==> config.mk <==
export PLATFORM = sky130hd
export DESIGN_NAME = mod_residue_reducer
export DESIGN_NICKNAME = d
export VERILOG_FILES = /design/src/rtl/mod_residue_reducer.sv
export SDC_FILE = /design/constraint.sdc
export NUM_CORES = 1
export LEC_CHECK = 0
export CORE_MARGIN = 3
export CORE_UTILIZATION = 35
export DETAILED_ROUTE_END_ITERATION = 8
export PLACE_DENSITY_LB_ADDON = 0.2
export SLEW_MARGIN = 40
export SYNTH_ARGS = -nofsm -noshare
export SYNTH_HDL_FRONTEND = slang
export SYNTH_SLANG_ARGS = --single-unit
==> constraint.sdc <==
create_clock -name clk -period 2.1 [get_ports clk]
set_input_delay 0.315 -clock clk [delete_from_list [all_inputs] [get_ports clk]]
set_output_delay 0.315 -clock clk [all_outputs]
set_load 0.02 [all_outputs]
==> src/rtl/mod_residue_reducer.sv <==
// mod_residue_reducer: sequential S mod MOD_P reduction by restoring
// shift-subtract, one input bit per cycle, with valid/ready on both sides.
// The input is consumed MSB first. Each step keeps the running remainder
// below MOD_P, so a single conditional subtract is enough.
module mod_residue_reducer #(
  parameter  int IN_W  = 16,
  parameter  int MOD_P = 47,
  localparam int OUT_W = $clog2(MOD_P)
) (
  input  logic             clk,
  input  logic             rst,
  input  logic             in_valid,
  output logic             in_ready,
  input  logic [IN_W-1:0]  in_data,
  output logic             out_valid,
  input  logic             out_ready,
  output logic [OUT_W-1:0] out_res,
  output logic             busy
);

  localparam int CNT_W = (IN_W > 1) ? $clog2(IN_W) : 1;
  localparam logic [OUT_W:0]   MOD_V    = (OUT_W+1)'(MOD_P);
  localparam logic [CNT_W-1:0] CNT_INIT = CNT_W'(IN_W - 1);

  typedef enum logic [1:0] {
    IDLE = 2'd0,
    RUN  = 2'd1,
    DONE = 2'd2
  } state_t;

  state_t           state;
  logic [IN_W-1:0]  sreg;
  logic [OUT_W:0]   rem;
  logic [OUT_W:0]   rem_next;
  logic [CNT_W-1:0] cnt;

  // One restoring step: shift in the next bit, subtract the modulus once if
  // needed. With r < MOD_P the shifted value is at most 2*MOD_P-1, which fits
  // in OUT_W+1 bits, so the result is again < MOD_P.
  function automatic logic [OUT_W:0] reduce_step(input logic [OUT_W:0] r,
                                                 input logic           b);
    logic [OUT_W:0] t;
    t = (r << 1) | {{OUT_W{1'b0}}, b};
    if (t >= MOD_V) begin
      t = t - MOD_V;
    end
    return t;
  endfunction

  assign rem_next  = reduce_step(rem, sreg[IN_W-1]);
  assign in_ready  = (state == IDLE);
  assign busy      = (state != IDLE);

  // Operand shift register: loaded on accept, shifted left each RUN cycle so
  // the bit under consideration is always the MSB. Its contents do not matter
  // outside RUN, so it carries no reset.
  always_ff @(posedge clk) begin
    if (state == IDLE && in_valid) begin
      sreg <= in_data;
    end else if (state == RUN) begin
      sreg <= sreg << 1;
    end
  end

  // Control FSM with registered remainder, counter and result handshake.
  always_ff @(posedge clk) begin
    if (rst) begin
      state     <= IDLE;
      out_valid <= 1'b0;
      out_res   <= '0;
      rem       <= '0;
      cnt       <= '0;
    end else begin
      case (state)
        IDLE: begin
          if (in_valid) begin
            rem   <= '0;
            cnt   <= CNT_INIT;
            state <= RUN;
          end
        end
        RUN: begin
          rem <= rem_next;
          cnt <= cnt - 1'b1;
          if (cnt == '0) begin
            out_res   <= rem_next[OUT_W-1:0];
            out_valid <= 1'b1;
            state     <= DONE;
          end
        end
        DONE: begin
          // Leaving DONE returns to IDLE first, so a sum offered in this same
          // cycle is only taken on the following edge.
          if (out_ready) begin
            out_valid <= 1'b0;
            state     <= IDLE;
          end
        end
        default: begin
          state     <= IDLE;
          out_valid <= 1'b0;
        end
      endcase
    end
  end

endmodule
### Word-level counts from Yosys, hierarchy flattened

Cells that the tools add are included.
W data, S select, Z words.

* bits in registers: 35
* input bits: 20
* output and inout bits: 9
* logic and storage cells: 40

* add/sub/neg operators: 2
* $lt $le $gt $ge: 1
* equality and inequality tests: 5
* muxes and demuxes: 14
* bitwise operators: 2
* reduce and logical (&&, ||, !) cells: 10

Operator list (count)
* $mux W16: 2
* $mux W6: 2
* $pmux W6 S2: 1
* $pmux W4 S2: 1
* $ge A7 B6 Y1 const B: 1
* $or A7 B1 Y7: 1
* $mux W2: 3
* $pmux W2 S3: 1
* $reduce_and A3 Y1: 2
* $reduce_bool A2 Y1: 3
* $sub A6 B6 Y6 const B: 1
* $logic_not A4 Y1: 1
* $mux W4: 1
* $ne A2 B2 Y1 const B: 2
* $reduce_and A2 Y1: 2
* $sub A4 B1 Y4 const B: 1
* $pmux W1 S3: 1
* $eq A2 B1 Y1 const B: 1
* $eq A2 B2 Y1 const B: 1
* $logic_not A2 Y1: 1
* $mux W1: 2
* $ne A2 B1 Y1 const B: 1
* $logic_and A1 B1 Y1: 1
* $not A1 Y1: 1

### Logic depth before layout (Yosys ltp)

* word-level depth: 4
* gate-level depth with buffers: 7
* depth with buffers taken out: 6

### Worst setup path before layout

No wires, ideal clock.

* path kind: flip-flop to flip-flop
* start: register state[0]
* end: register sreg[10] (data pin)
* library setup time: 0.260 ns
* arrival: 1.349 ns
* required time: 1.840 ns
* path slack: 0.491 ns
* cell stages (with the launch flop): 7
* path buffers: 3
* period minus slack after synthesis: 1.609 ns
* cells stage by stage: dfxtp_1 buf_4 nor2_4 and2_1 buf_4 buf_6 mux2_2

* cells in the longest elaborated chain, start to end: 3

Ends and longest elaborated chain
* start: declaration: line 31 `state_t state;`
* start signal: assignment: line 68 `state <= IDLE;`
* start signal: assignment: line 79 `state <= RUN;`
* start signal: assignment: line 88 `state <= DONE;`
* $logic_not A2 Y1
* via in_ready: line 13 `output logic in_ready,`
* $logic_and A1 B1 Y1: line 58 `if (state == IDLE && in_valid) begin`
* $mux W16: line 58
* end signal: assignment: line 59 `sreg <= in_data;`
* end signal: assignment: line 61 `sreg <= sreg << 1;`
* end: declaration: line 32 `logic [IN_W-1:0] sreg;`

The timed path passes the listed nets, and every way through them passes these cells.
A chain may end at the register's enable or synchronous reset.

### Worst setup path after layout

* start: register state[0]
* end: output port busy

* cells in the longest elaborated chain, start to end: 1

Ends and longest elaborated chain
* $reduce_bool A2 Y1: line 52 `assign busy = (state != IDLE);`
* end: declaration: line 18 `output logic busy`

Every way passes these cells.

==> run summary <==
## Yosys
• **share of cell area taken by muxes after synthesis** 10.8%
• **share of the synthesized area in the top cell type** 29.1%
• **Post-Syn Nets** 166
• **Mapped Cells** 144
• **compound-cell area share of the yosys netlist** 17.0%
• **flip-flop and latch count after synthesis** 35
• **most area-consuming cells after synthesis** edfxtp_1, dfxtp_1, mux2_2
• **largest family of logic cells by synthesized area** compound AO/OA/AOI/OAI gates
• **cell area after synthesis** 0.00165 sq mm
• **average size of a mapped cell** 11.5 sq um
• **total of warnings raised by yosys** 0
• **post-synthesis cell type count** 39
• **area share of and/or/nand/nor cells after synthesis** 12.3%
• **xor and xnor area share after synthesis** 1.06%
• **post-synth top area cell** edfxtp_1
• **sequential cell area fraction in the yosys report** 52.1%
• **share of synthesized cell area in full adder, half adder and majority cells** 1.52%

## Cells and area
• **multi-input combinational cell area** 706 sq um
• **total area of sequential cells** 861 sq um
• **ant diodes** 0
• **non-filler instance count after layout** 228
• **post-route cell area** 0.00205 sq mm
• **top library cells by usage in the layout, fill and taps aside** clkdlybuf4s50_1, dfxtp_1, edfxtp_1
• **fraction of final layout cells with drive strength greater than 1** 18.2%
• **fillers** 415
• **# nets final** 197
• **most frequent standard cell in the layout excluding fill and tap cells** clkdlybuf4s50_1
• **Layout Area Growth over Synthesis** 24.2%

## Power and ir drop
• **net load switching power** 405 uW
• **combinational power share** 18.3%
• **Leakage Power** 0.683 nW
• **switching share of total power** 25.3%
• **Internal Pwr Total** 1.20 mW
• **Clock Power Share** 28.1%
• **VDD IR-drop max** 0.369 mV
• **Seq pwr share** 53.6%
• **pwr dens** 780 mW/mm^2

## Setup path
• **type of the setup path with the least slack** register to output port
• **maximum fanout count along the critical path** 8
• **Worst Setup SP** state[0]
• **type of element capturing the critical path** output port
• **data required time of the worst path** 1.78 ns
• **signal arrival time at the worst endpoint** 1.51 ns
• **CP Launch Type** register
• **beginning of the worst register-to-register path** sreg[15]
• **internal reg-to-reg setup slack** 0.34 ns

## Clock network
• **clock insertion delay at the later pin of the skew report** 0.28 ns
• **clock tree from TritonCTS** built
• **Num Clock Sinks** 35
• **count of hold buffers inserted by post-cts repair** 0
• **TritonCTS buffer count** 5
• **maximum buffer depth of the clock tree** 2
• **count of instances resized after the clock tree is built** 0
• **clock root buffer master** clkbuf_8
• **Reg clk slew, reported paths** 0.07 ns
• **CTS H-tree lvls** 2
• **number of buffers inserted to repair setup after CTS** 0

## Detailed routing
• **per-cell via count in the routed design** 5.14
• **WL per Instance** 14.3 microns
• **number of antenna-violating nets in the routed design** 0
• **TritonRoute pass-1 iters** 4
• **total detailed-routing wirelength** 3270 microns
• **total via count in the routed design** 1171
• **detailed router's first-iteration violation count** 50
• **drt drc** 0

## GRT
• **global-route wire length before repair** 5260 microns
• **Global Route Usage Sum** 12.7%
• **initial antenna violation count** 0
• **total global routing overflow** 0
• **maximum number of pins on one net before global-route repair** 18
• **via count of the first global-routing pass** 1166

## Timing
• **sum of negative setup slack** 0 ns
• **post-layout min period** 1.82 ns
• **final number of hold-violating endpoints** 0
• **FMAX** 549 MHz
• **count of pins over their slew limit** 0
• **final setup violating endpoints** 0
• **final critical-path setup slack** 0.280 ns
• **skew final** 0.00494 ns
• **setup repair after global routing missed its margin** no
• **max_slew headroom** 63.9%
• **slew at the pin closest to its max-slew limit** 0.540 ns
• **final period utilization** 86.7%

## Floorplanning
• **chip height** 74.7 microns
• **starting utilization of the core area** 37.2%
• **IO Count** 29
• **die area** 0.00558 sq mm
• **Die Width** 74.7 microns
• **Rows** 24
• **Floorplan Core Area** 0.00444 sq mm

## Min path
• **HP Class** register to register
• **source of the worst hold timing path** cnt[1]

## Job
• **Max-Cap Viols** 0

## Place
• **DPL Wire Length** 2290 microns
• **total placed cells including tap cells** 220
• **minimum setup slack after placement** 0.262 ns
• **post-place instance area** 0.00197 sq mm
• **final weighted congestion in routability-driven placement** 0.729
• **Buffers on Ports** 28

## Run status
• **status** finished, final reports clean

cells by family after synthesis:
logic type | count (synthesis)
simple gates | 39
mux | 16
buf+inv | 15
flops | 35
xor+xnor | 2
compound gates | 35
fa+ha+maj | 2
power groups by stage:
stage / Sequential, mW / Combinational (mW) / Clock (mW)
after global routing: 0.868 / 0.322 / 0.511
after global placement: 0.870 / 0.282 / 0
after detailed placement: 0.873 / 0.298 / 0
after CTS: 0.859 / 0.300 / 0.471
final: 0.858 / 0.292 / 0.450
after floorplan: 0.868 / 0.187 / 0
flip-flops by register name, indices dropped and copies added, names as in the netlist:
| signal | count |
|---|---|
| sreg | 16 |
| out_res | 6 |
| rem | 6 |
| cnt | 4 |
| state | 2 |
| out_valid | 1 |
final cells by class:
type,count,area share [%]
Multi-Input combinational cell,94,34.4
Clock inverter,2,0.366
Clock buffer,6,3.54
Timing Repair Buffer,33,15.5
Tap cell,52,3.17
Inverter,6,1.10
Sequential cell,35,42.0
cell usage after synthesis:
cell and instances:
dfxtp_1 19, ha_1 2, buf_2 2, a211oi_1 6
nor3b_1 3, o21ai_0 5, nand2b_1 3, edfxtp_1 16
nor2_4 1, o32a_1 1, xnor2_1 2, buf_4 3
o21a_1 3, mux2i_1 1, nand3_1 3, clkbuf_1 1
nand3b_1 2, a21oi_2 1, a41oi_4 1, and2_4 1
a221oi_1 2, mux2_2 14, o21bai_1 1, nor2b_1 1
and2_1 2, nand2_1 5, a31oi_1 1, a211oi_2 2
o221ai_1 1, nor3_1 3, inv_1 6, o21bai_2 1
buf_1 1, mux2_1 1, a311oi_1 4, and3_2 1
buf_6 2, a21oi_1 6, nor2_1 14
worst paths after layout:
check | depth (start not counted) | end
max reg2reg | 5 | rem[1]
max | 3 | busy
min reg2reg | 2 | cnt[1]
min | 2 | cnt[1]
stage by stage:
stage	hold WS, ns	power, mW	util, %
2_1_floorplan	0.456	1.05	-
3_3_place_gp	0.464	1.15	44.4
6_report	0.502	1.60	46.2
4_1_cts	0.506	1.63	46.2
5_1_grt	0.530	1.70	46.2
3_5_place_dp	0.496	1.17	44.4
routing by layer:
layer	up-vias	GRT usage [%]	part of all wire [%]	wire length [microns]
li1	590	-	-	-
met1	554	14.3	45	1470
met2	22	21.7	49	1610
met3	5	4.67	4.4	145
met4	0	5.34	1.6	51
met5	-	0	0	0
worst max-delay path: stages, from the launching register on:
cell             delay (ns)
dfxtp_1                0.51
nor2_4                 0.07
inv_1                  0.06
clkdlybuf4s50_1        0.59
Note: power is estimated with default switching activity, not from simulation.
